File: src/rtl/store_buffer_pkg.sv
// Shared defaults and entry layout for the store buffer slice.
package sb_pkg;

  localparam int unsigned SB_DEPTH = 4;
  localparam int unsigned SB_AW    = 10;

  typedef struct packed {
    logic [31:0] addr;
    logic [31:0] wdata;
    logic [3:0]  be;
    logic [31:0] pc;
  } sb_entry_t;

endpackage

File: src/rtl/store_buffer_byte_merge.sv
// Per-lane overlay: enabled bytes of one buffered store replace bytes of the base word.
module sb_byte_merge (
  input  logic [31:0] base,
  input  logic [31:0] data,
  input  logic [3:0]  be,
  output logic [31:0] merged
);

  always_comb begin
    merged = base;
    for (int unsigned i = 0; i < 4; i++) begin
      if (be[i]) merged[8*i +: 8] = data[8*i +: 8];
    end
  end

endmodule

File: src/rtl/store_buffer.sv
// Circular store buffer between MEM and data memory, drained one entry per cycle.
// Build option: STORE_BUFFER_FWD_EN enables load forwarding; otherwise matching loads stall.
module store_buffer
  import sb_pkg::*;
#(
  parameter int unsigned DEPTH = SB_DEPTH,
  parameter int unsigned AW    = SB_AW
) (
  input  logic        clk,
  input  logic        reset,
  input  logic        st_valid,
  input  logic [31:0] st_addr,
  input  logic [31:0] st_wdata,
  input  logic [3:0]  st_be,
  input  logic [31:0] st_pc,
  output logic        st_ready,
  input  logic        ld_valid,
  input  logic [31:0] ld_addr,
  input  logic [31:0] ld_dm_rd,
  output logic [31:0] ld_data,
  output logic        ld_stall,
  input  logic        dm_ready,
  output logic        dm_we,
  output logic [31:0] dm_addr,
  output logic [31:0] dm_wd,
  output logic [31:0] dm_pc,
  output logic [3:0]  dm_be
);

  localparam int unsigned PW = $clog2(DEPTH);
  localparam int unsigned CW = $clog2(DEPTH + 1);
  localparam logic [CW-1:0] FULL = CW'(DEPTH);

  logic [PW-1:0] head_q, head_d, tail_q, tail_d;
  logic [CW-1:0] count_q, count_d;
  sb_entry_t     entries_q [DEPTH];
  sb_entry_t     entries_d [DEPTH];
  sb_entry_t     head_entry;
  logic          push, drain;
  logic [DEPTH-1:0] hit;
  logic          unused_ld_addr;

  assign unused_ld_addr = ^{ld_addr[31:AW+2], ld_addr[1:0]};

  always_comb begin
    st_ready   = reset || (count_q != FULL);
    push       = st_valid && !reset && (count_q != FULL);
    drain      = dm_ready && !reset && (count_q != '0);
    head_entry = entries_q[head_q];
    dm_we      = drain;
    dm_addr    = head_entry.addr;
    dm_wd      = head_entry.wdata;
    dm_be      = head_entry.be;
    dm_pc      = head_entry.pc;

    head_d    = head_q;
    tail_d    = tail_q;
    count_d   = count_q;
    entries_d = entries_q;
    if (push) begin
      entries_d[tail_q] = '{addr: st_addr, wdata: st_wdata, be: st_be, pc: st_pc};
      tail_d = tail_q + 1'b1;
    end
    if (drain) head_d = head_q + 1'b1;
    case ({push, drain})
      2'b10:   count_d = count_q + 1'b1;
      2'b01:   count_d = count_q - 1'b1;
      default: count_d = count_q;
    endcase
  end

  always_ff @(posedge clk) begin
    if (reset) begin
      head_q  <= '0;
      tail_q  <= '0;
      count_q <= '0;
    end else begin
      head_q  <= head_d;
      tail_q  <= tail_d;
      count_q <= count_d;
    end
  end

  // Storage is never cleared; count_q alone qualifies which slots are live.
  always_ff @(posedge clk) begin
    entries_q <= entries_d;
  end

  // hit[k] is indexed by age (k = 0 is the oldest live entry), not by slot.
  always_comb begin
    hit = '0;
    for (int unsigned k = 0; k < DEPTH; k++) begin
      hit[k] = !reset && (CW'(k) < count_q) &&
               (entries_q[head_q + PW'(k)].addr[AW+1:2] == ld_addr[AW+1:2]);
    end
  end

`ifdef STORE_BUFFER_FWD_EN
  logic [31:0] ord_data [DEPTH];
  logic [3:0]  ord_be   [DEPTH];
  logic [31:0] chain    [DEPTH+1];

  always_comb begin
    for (int unsigned k = 0; k < DEPTH; k++) begin
      ord_data[k] = entries_q[head_q + PW'(k)].wdata;
      ord_be[k]   = hit[k] ? entries_q[head_q + PW'(k)].be : 4'b0000;
    end
  end

  assign chain[0] = ld_dm_rd;

  for (genvar g = 0; g < DEPTH; g++) begin : g_merge
    sb_byte_merge u_merge (
      .base   (chain[g]),
      .data   (ord_data[g]),
      .be     (ord_be[g]),
      .merged (chain[g+1])
    );
  end

  assign ld_data  = ld_valid ? chain[DEPTH] : ld_dm_rd;
  assign ld_stall = 1'b0;
`else
  assign ld_data  = ld_dm_rd;
  assign ld_stall = ld_valid && (|hit);
`endif

endmodule

File: config.mk
export PLATFORM = sky130hd
export DESIGN_NAME = store_buffer
export DESIGN_NICKNAME = d
export VERILOG_FILES = /design/src/rtl/store_buffer_pkg.sv /design/src/rtl/store_buffer_byte_merge.sv /design/src/rtl/store_buffer.sv
export SDC_FILE = /design/constraint.sdc
export NUM_CORES = 1
export LEC_CHECK = 0
export CORE_AREA = 2 2 175 177
export DETAILED_ROUTE_END_ITERATION = 8
export DIE_AREA = 0 0 177 179
export GPL_TIMING_DRIVEN = 0
export MAX_ROUTING_LAYER = met4
export PLACE_DENSITY = 0.83
export SYNTH_ARGS = -nofsm -noshare
export SYNTH_HDL_FRONTEND = slang
export SYNTH_HIERARCHICAL = 1
export SYNTH_SLANG_ARGS = --single-unit
File: constraint.sdc
create_clock -name clk -period 8.6 [get_ports clk]
set_clock_uncertainty 0.1 [all_clocks]
set_input_delay 1.72 -clock clk [delete_from_list [all_inputs] [get_ports clk]]
set_output_delay 1.72 -clock clk [all_outputs]
set_load 0.005 [all_outputs]
==> results.cfg, run 1 <==
[floorplan]
num_rows = 64
die_w_um = 177
initial_core_util_pct = 54.6
die_h_um = 179
num_io_pins = 304
dieArea_sq_um = 31700
core_sq_um = 30000

[finish]
layout-drive-gt1-share_pct = 22.5
fin_cells = 1468
layout_commonest_cell = edfxtp_1
area_growth_syn_to_layout_pct = 26.6
layout_common_cells = 400 x edfxtp_1, 242 x clkdlybuf4s50_1, 110 x mux4_2
finalNetCount = 1217
n_fill_cell = 1869

[logic_synthesis]
synth-seq-cells = 407
synthFlopType = edfxtp_1
synth_cell_types = 46
synth-seq-area-share_pct = 74.1
synth_edf_count = 400
synth_area_sq_um = 16400
async_flop_share_pct = 0
syn-num-nets = 926
synth_area_per_cell_sq_um = 21.9
syn_inst = 748
yosysWarnings = 6

[cts]
cts_max_path_buffers = 3
postCtsHoldBufs = 0
clk_latency_ns = 0.53
h-tree-depth = 2
cts-root-buf = clkbuf_16
clk_pin_slew_ns = 0.06
cts_tree = yes
clock-sinks = 407
postCtsSetupBuffers = 0
cts_resized = 0
numCtsBuffers = 41

[drt]
routed_wl_mm = 33.2
ant_nets = 0
drtIter0Drc = 485
via_per_inst = 5.67
routed-via-count = 8325
drc = 0
routedWlPerCell_um = 22.6
first_pass_iters = 7

[sta]
relSlewSlack_pct = 48.0
max_freq_ghz = 0.165
maxSlewViolCount = 0
rsz0062_at_grt = false
worst_pin_slew_ns = 0.780
setup_viol = 0
post-route-min-period_ns = 6.06
tns_ns = 0
hold_violations = 0
setup_ws_ns = 2.54
finalCritPeriodShare_pct = 70.5

[worst_setup_path]
worstPathMaxFanout = 4
worst_path_largest_cell_delay_ns = 0.63
worst-r2r-cell-count = 6
critical_path_class = in2out
r2r-start = count_q[0]
start_kind = input pin
worstSetupPathDepth = 7
r2r_end = entries_q[126]
rrSetupSlack_ns = 5.49
crit_path_cell_trace = clkdlybuf4s50_1 > xor2_1 > or3b_2 > a2111oi_2 > a41oi_1 > o211ai_1 > clkdlybuf4s50_1
crit_top_cell = clkdlybuf4s50_1
worstPathRequired_ns = 6.78
cp_top_family = buffers and inverters
end_kind = output pin
crit_slowest_cell = clkdlybuf4s50_1
cp_num_buf_inv = 2
cp_data_arrival_time_ns = 4.24

[grt]
grt_usage_pct = 21.5
grt_pass1_vias = 8512
grt_max_degree = 56
overflow = 0
antenna_found_initial = 3
grt_pass1_wl_mm = 49.2

[placement]
gp_congestion = 0.892
dp_slack_ns = 2.56
dp_hpwl_mm = 21.6
port_buffers = 242
dp.cells = 1392

[worst_hold_path]
hold_end = count_q[2]
min_delay_path_depth = 2
min_from = count_q[2]
hp-class = reg2reg

[pwr]
power_leakage_nw = 6.66
powerDensity_nw_per_um2 = 226
fin_total_pwr_mw = 4.68
ir_drop_mv = 0.206

[outcome]
status = finished, final reports clean

[job]
cap_violations = 0
## cells in the mapped netlist, types with 2 or more instances
| cell | n | share of area [%] |
|---|---|---|
| xor2_1 | 21 | 1.1 |
| xnor2_1 | 24 | 1.3 |
| nand2_1 | 4 | 0.092 |
| dfxtp_1 | 7 | 0.85 |
| nor3_1 | 3 | 0.092 |
| buf_2 | 25 | 0.76 |
| o21ai_0 | 4 | 0.12 |
| nor4_1 | 2 | 0.076 |
| clkbuf_1 | 6 | 0.14 |
| and2_1 | 4 | 0.15 |
| a2111oi_0 | 2 | 0.11 |
| nand3_1 | 6 | 0.18 |
| nor2_1 | 13 | 0.30 |
| buf_4 | 34 | 1.6 |
| mux4_1 | 4 | 0.64 |
| edfxtp_1 | 400 | 73 |
| buf_6 | 3 | 0.21 |
| inv_1 | 7 | 0.16 |
| ha_1 | 9 | 0.69 |
| mux4_2 | 110 | 15 |
| mux2i_1 | 27 | 1.6 |
| nand2b_1 | 2 | 0.076 |
| a21oi_1 | 6 | 0.18 |
| nand4_1 | 2 | 0.076 |
| buf_1 | 2 | 0.046 |
## metrics by stage
step | hold slack (ns) | util (%) | cell area (sq um)
final | 0.489 | 69.1 | 20800
after global routing | 0.527 | 69.1 | 20800
after CTS | 0.488 | 69.1 | 20800
after detailed placement | 0.477 | 64.8 | 19500
after global placement | 0.467 | 64.3 | 19300
after floorplan | 0.418 | - | 16400
## tightest hold or removal path: stages, from the launching register on
cell,delay [ns]
dfxtp_1,0.38
o21ai_0,0.10
a21oi_1,0.06
## cell families after synthesis
group	synth area share (%)
fa+ha+maj	0.687
xor+xnor	2.40
mux	17.5
buf+inv	2.87
flops	74.1
compound gates	1.10
simple gates	1.37
## power by group
group	switching, mW	internal [mW]	leakage (nW)	total (mW)
clock network	0.704	1.00	0.632	1.70
logic	0.301	0.415	2.34	0.716
registers	0.0193	2.24	3.69	2.26
total	1.02	3.66	6.66	4.68
## layer usage
metal	GRT usage, %	up-vias	wire (um)
li1	-	3664	-
met1	27.3	4260	13100
met2	34.6	347	16600
met3	5.89	54	2750
met4	6.06	0	797
met5	-	-	0
## final cells by class
| cell class | instances | area, sq um | area share (%) |
|---|---|---|---|
| Clock inverter | 23 | 235 | 1.13 |
| Buffer | 70 | 444 | 2.14 |
| Inverter | 7 | 26.3 | 0.127 |
| Clock buffer | 50 | 1060 | 5.10 |
| Multi-Input combinational cell | 264 | 3780 | 18.2 |
| Sequential cell | 407 | 12200 | 58.5 |
| Antenna cell | 3 | 7.51 | 0.0362 |
| Tap cell | 396 | 495 | 2.39 |
| Timing Repair Buffer | 248 | 2560 | 12.3 |
## sequential cells by signal, summed over array words and instances, names as in the netlist
name and flops:
count_q 3, entries_q 400, tail_q 2, head_q 2
## worst max path at each step
stage | startpoint | end
3_3_place_gp | st_valid | entries_q[126]
3_5_place_dp | ld_addr[4] | ld_stall
5_1_grt | ld_addr[4] | ld_stall
6_report | ld_addr[4] | ld_stall
4_1_cts | ld_addr[4] | ld_stall
2_1_floorplan | st_valid | entries_q[0]
Note: power is estimated with default switching activity, not from simulation.
==> inputs of run 2 (changes only) <==
--- a/config.mk
+++ b/config.mk
@@ -5,12 +5,12 @@
 export SDC_FILE = /design/constraint.sdc
 export NUM_CORES = 1
 export LEC_CHECK = 0
-export CORE_AREA = 2 2 175 177
+export CORE_AREA = 2 2 190 192
 export DETAILED_ROUTE_END_ITERATION = 8
-export DIE_AREA = 0 0 177 179
+export DIE_AREA = 0 0 192 194
 export GPL_TIMING_DRIVEN = 0
 export MAX_ROUTING_LAYER = met4
-export PLACE_DENSITY = 0.83
+export PLACE_DENSITY = 0.74
 export SYNTH_ARGS = -nofsm -noshare
 export SYNTH_HDL_FRONTEND = slang
 export SYNTH_HIERARCHICAL = 1
==> constraint.sdc (replaced) <==
create_clock -name clk -period 5.3 [get_ports clk]
set_clock_uncertainty 0.1 [all_clocks]
set_input_delay 1.06 -clock clk [delete_from_list [all_inputs] [get_ports clk]]
set_output_delay 1.06 -clock clk [all_outputs]
set_load 0.005 [all_outputs]
==> run 2 against run 1 <==
  * Sequential power rose by 62%
  * Die area rose by 18%
  * Global-route usage fell by 3.1 points
  * Critical path type is now reg2out
  * Combinational power rose by 63%
==> results.cfg, run 2 (synthesized netlist as in run 1, its figures left out) <==
[outcome]
status = finished, final reports clean

[grt]
overflow = 0
antenna_found_initial = 2
grt_usage_pct = 18.4
grt_pass1_wl_mm = 50.2
grt_max_degree = 54
grt_pass1_vias = 8530

[sta]
maxSlewViolCount = 0
setup_viol = 0
tns_ns = 0
rsz0062_at_grt = false
hold_violations = 0
finalCritPeriodShare_pct = 87.8
relSlewSlack_pct = 42.0
whs_ns = 0.476
worst_pin_slew_ns = 0.870
max_freq_ghz = 0.215
post-route-min-period_ns = 4.65

[cts]
clk_latency_ns = 0.53
clock-sinks = 407
postCtsHoldBufs = 0
clk_pin_slew_ns = 0.06
h-tree-depth = 2
cts_max_path_buffers = 3
cts_resized = 0
cts_tree = yes
postCtsSetupBuffers = 0
numCtsBuffers = 42
cts-root-buf = clkbuf_16

[drt]
routed_wl_mm = 32.9
first_pass_iters = 4
drc = 0
drtIter0Drc = 469
routed-via-count = 8173
routedWlPerCell_um = 21.6
ant_nets = 0
via_per_inst = 5.35

[placement]
gp_congestion = 0.873
dp.cells = 1457
dp_hpwl_mm = 21.7
port_buffers = 242
place_area_sq_um = 19600

[worst_setup_path]
crit_slowest_cell = clkdlybuf4s50_1
worst_path_largest_cell_delay_ns = 0.56
critical_path_class = reg2out
worstPathRequired_ns = 4.14
crit_path_cell_trace = buf_6 > buf_2 > mux2i_1 > o22ai_1 > nor4_1 > a31oi_1 > a2111o_1 > o211ai_1 > clkdlybuf4s50_1
cp_data_arrival_time_ns = 3.49
worstPathMaxFanout = 10
end_kind = output pin
start_kind = register

[pwr]
fin_total_pwr_mw = 7.67
powerDensity_nw_per_um2 = 367
ir_drop_mv = 0.277
power_leakage_nw = 6.68

[finish]
largest_register_ff_count = 400
layout_common_cells = 400 x edfxtp_1, 242 x clkdlybuf4s50_1, 110 x mux4_2
layout_commonest_cell = edfxtp_1
finalNetCount = 1218
area_growth_syn_to_layout_pct = 27.4
largest_registers = entries_q (400), count_q (3)
layout-drive-gt1-share_pct = 22.7
largest_register = entries_q
fin_cells = 1528
stdcell_area_sq_um = 20900

[floorplan]
initial_core_util_pct = 46.6
num_io_pins = 304
die_w_um = 192
num_rows = 69
die_h_um = 194
dieArea_sq_um = 37200
core_sq_um = 35200

[job]
cap_violations = 0

[worst_hold_path]
hp-class = reg2reg
run 2: area by class of cell:
cell class                      count  area [sq um]
Fill cell                        2590         14300
Sequential cell                   407         12200
Multi-Input combinational cell    264          3780
Timing Repair Buffer              248          2590
Clock buffer                       53          1090
Tap cell                          461           577
Buffer                             70           444
Clock inverter                     16           226
Inverter                            7          26.3
Antenna cell                        2          5.00
run 2: report_power, final:
part           internal [mW]  total, mW  switching [mW]
Combinational          0.676       1.17           0.490
Clock                   1.70       2.83            1.13
Sequential              3.64       3.67          0.0287
Total                   6.02       7.67            1.65
run 2: metal layers:
| layer | track usage [%] | wire (um) | vias to the layer above |
|---|---|---|---|
| met5 | - | 0 | - |
| met4 | 4.92 | 694 | 0 |
| met3 | 5.25 | 2670 | 51 |
| met2 | 29.0 | 16100 | 286 |
| met1 | 23.7 | 13500 | 4178 |
| li1 | - | - | 3658 |
run 2: metrics by stage:
stage / util (%) / worst slack [ns]
after floorplan: - / 0.710
after CTS: 59.3 / 0.611
final: 59.3 / 0.649
after global routing: 59.3 / 0.423
after detailed placement: 55.6 / 0.648
after global placement: 55.1 / -1.96
run 2: final timing paths:
path,slack [ns],cells past startpoint,start,end
setup reg to reg,2.13,6,count_q[0],entries_q[143]
hold / removal,0.48,2,count_q[1],count_q[1]
hold reg to reg,0.48,2,count_q[1],count_q[1]
setup / recovery,0.65,9,head_q[0],ld_stall
run 2: worst max-delay path: cells and delay by family (launching register included):
family	cells	cell delay, ns
AO/OA/AOI/OAI	4	0.88
buffers and inverters	3	1.10
flip-flops	1	0.37
multiplexers	1	0.33
AND/OR/NAND/NOR	1	0.28
==> inputs of run 3 (changes only) <==
--- a/config.mk
+++ b/config.mk
@@ -10,7 +10,7 @@
 export DIE_AREA = 0 0 192 194
 export GPL_TIMING_DRIVEN = 0
 export MAX_ROUTING_LAYER = met4
-export PLACE_DENSITY = 0.74
+export PLACE_DENSITY = 0.75
 export SYNTH_ARGS = -nofsm -noshare
 export SYNTH_HDL_FRONTEND = slang
 export SYNTH_HIERARCHICAL = 1
==> run 3 against run 2 <==
  * Final cell count is 0.20% higher
  * Count of clock-buffer cells in the layout is 1 lower
  * Die area stayed put
  * Fmax is 0.73% lower
  * Sequential share of layout area is 0.15 points higher
  * Setup slack worse by 0.034 ns
  * Via count is 0.20% higher
  * Critical path type is now in2out
  * Largest power group unchanged
==> results.cfg, run 3 (synthesized netlist as in run 1, its figures left out) <==
[finish]
multi_input_area_sq_um = 3780
layout_commonest_cell = edfxtp_1
area_growth_syn_to_layout_pct = 27.1
regArea_sq_um = 12200
layout_common_cells = 400 x edfxtp_1, 242 x clkdlybuf4s50_1, 110 x mux4_2
largest_register = entries_q
n_fill_cell = 2601
largest_register_ff_count = 400
largest_registers = entries_q (400), count_q (3)
layout-drive-gt1-share_pct = 22.5
finalNetCount = 1216
fin_cells = 1531
final_util_pct = 59.2

[worst_setup_path]
end_kind = output pin
crit_top_cell = clkdlybuf4s50_1
worst_path_largest_cell_delay_ns = 0.62
crit_slowest_cell = clkdlybuf4s50_1
cp_data_arrival_time_ns = 3.53
crit_path_cell_trace = clkdlybuf4s50_1 > xor2_1 > or3b_2 > a2111oi_2 > a41oi_1 > o211ai_1 > clkdlybuf4s50_1
start_kind = input pin
worstPathRequired_ns = 4.14
worstPathMaxFanout = 4
critical_path_class = in2out

[sta]
rsz0062_at_grt = false
max_freq_ghz = 0.213
worst_pin_slew_ns = 0.917
finalCritPeriodShare_pct = 88.4
whs_ns = 0.484
hold_violations = 0
maxSlewViolCount = 0
setup_viol = 0
relSlewSlack_pct = 38.9
tns_ns = 0
post-route-min-period_ns = 4.69

[floorplan]
dieArea_sq_um = 37200
num_rows = 69
initial_core_util_pct = 46.6
die_h_um = 194
num_io_pins = 304
core_sq_um = 35200
die_w_um = 192

[pwr]
power_leakage_nw = 6.66
ir_drop_mv = 0.292
fin_total_pwr_mw = 7.66
powerDensity_nw_per_um2 = 367

[drt]
routed_wl_mm = 33.7
routedWlPerCell_um = 22.0
routed-via-count = 8189
drtIter0Drc = 382
drc = 0
via_per_inst = 5.35
ant_nets = 0
first_pass_iters = 4

[grt]
grt_usage_pct = 18.6
grt_pass1_vias = 8713
overflow = 0
grt_pass1_wl_mm = 50.6
antenna_found_initial = 3
grt_max_degree = 56

[cts]
numCtsBuffers = 42
postCtsHoldBufs = 0
clock-sinks = 407
clk_latency_ns = 0.52
clk_pin_slew_ns = 0.05
cts_resized = 0
postCtsSetupBuffers = 0
cts-root-buf = clkbuf_16
h-tree-depth = 2
cts_tree = yes
cts_max_path_buffers = 3

[placement]
port_buffers = 242
dp_hpwl_mm = 21.8
gp_congestion = 0.882
dp.cells = 1455

[outcome]
status = finished, final reports clean

[job]
cap_violations = 0

[worst_hold_path]
hp-class = reg2reg
[run 3: layout make-up]
cell class | instances | area share, %
Inverter | 7 | 0.126
Clock inverter | 21 | 1.00
Multi-Input combinational cell | 264 | 18.2
Clock buffer | 52 | 5.32
Sequential cell | 407 | 58.3
Buffer | 70 | 2.13
Timing Repair Buffer | 246 | 12.2
Tap cell | 461 | 2.77
Antenna cell | 3 | 0.0360
[run 3: worst max-delay path: cells and delay by family]
kind	cells	cell delay, ns
buf+inv	2	1.17
xor+xnor	1	0.23
compound gates	3	0.60
simple gates	1	0.48
[run 3: final timing paths]
check / from / endpoint / slack (ns) / cells past startpoint
worst min register to register: count_q[1] / count_q[1] / 0.48 / 2
worst min-delay path: count_q[1] / count_q[1] / 0.48 / 2
worst max register to register: count_q[0] / entries_q[191] / 2.11 / 6
worst max-delay path: ld_addr[4] / ld_stall / 0.61 / 7
[run 3: per-stage QoR]
step	instance area [sq um]	setup slack, ns
finish	20800	0.614
detailed placement	19500	0.653
floorplan	16400	0.710
global route	20800	0.465
CTS	20800	0.641
global placement	19400	-1.87
[run 3: power breakdown]
group / leakage [nW] / switching (mW) / internal [mW]
Combinational: 2.33 / 0.488 / 0.671
Clock: 0.638 / 1.15 / 1.68
Sequential: 3.69 / 0.0296 / 3.64
[run 3: per-layer routing]
metal / GRT usage [%] / vias to the layer above / share of wire, % / routed length, um
met2: 30.2 / 271 / 50 / 16800
li1: - / 3660 / - / -
met5: - / - / 0 / 0
met1: 22.9 / 4207 / 40 / 13500
met3: 5.56 / 51 / 7.8 / 2620
met4: 5.29 / 0 / 2.0 / 688
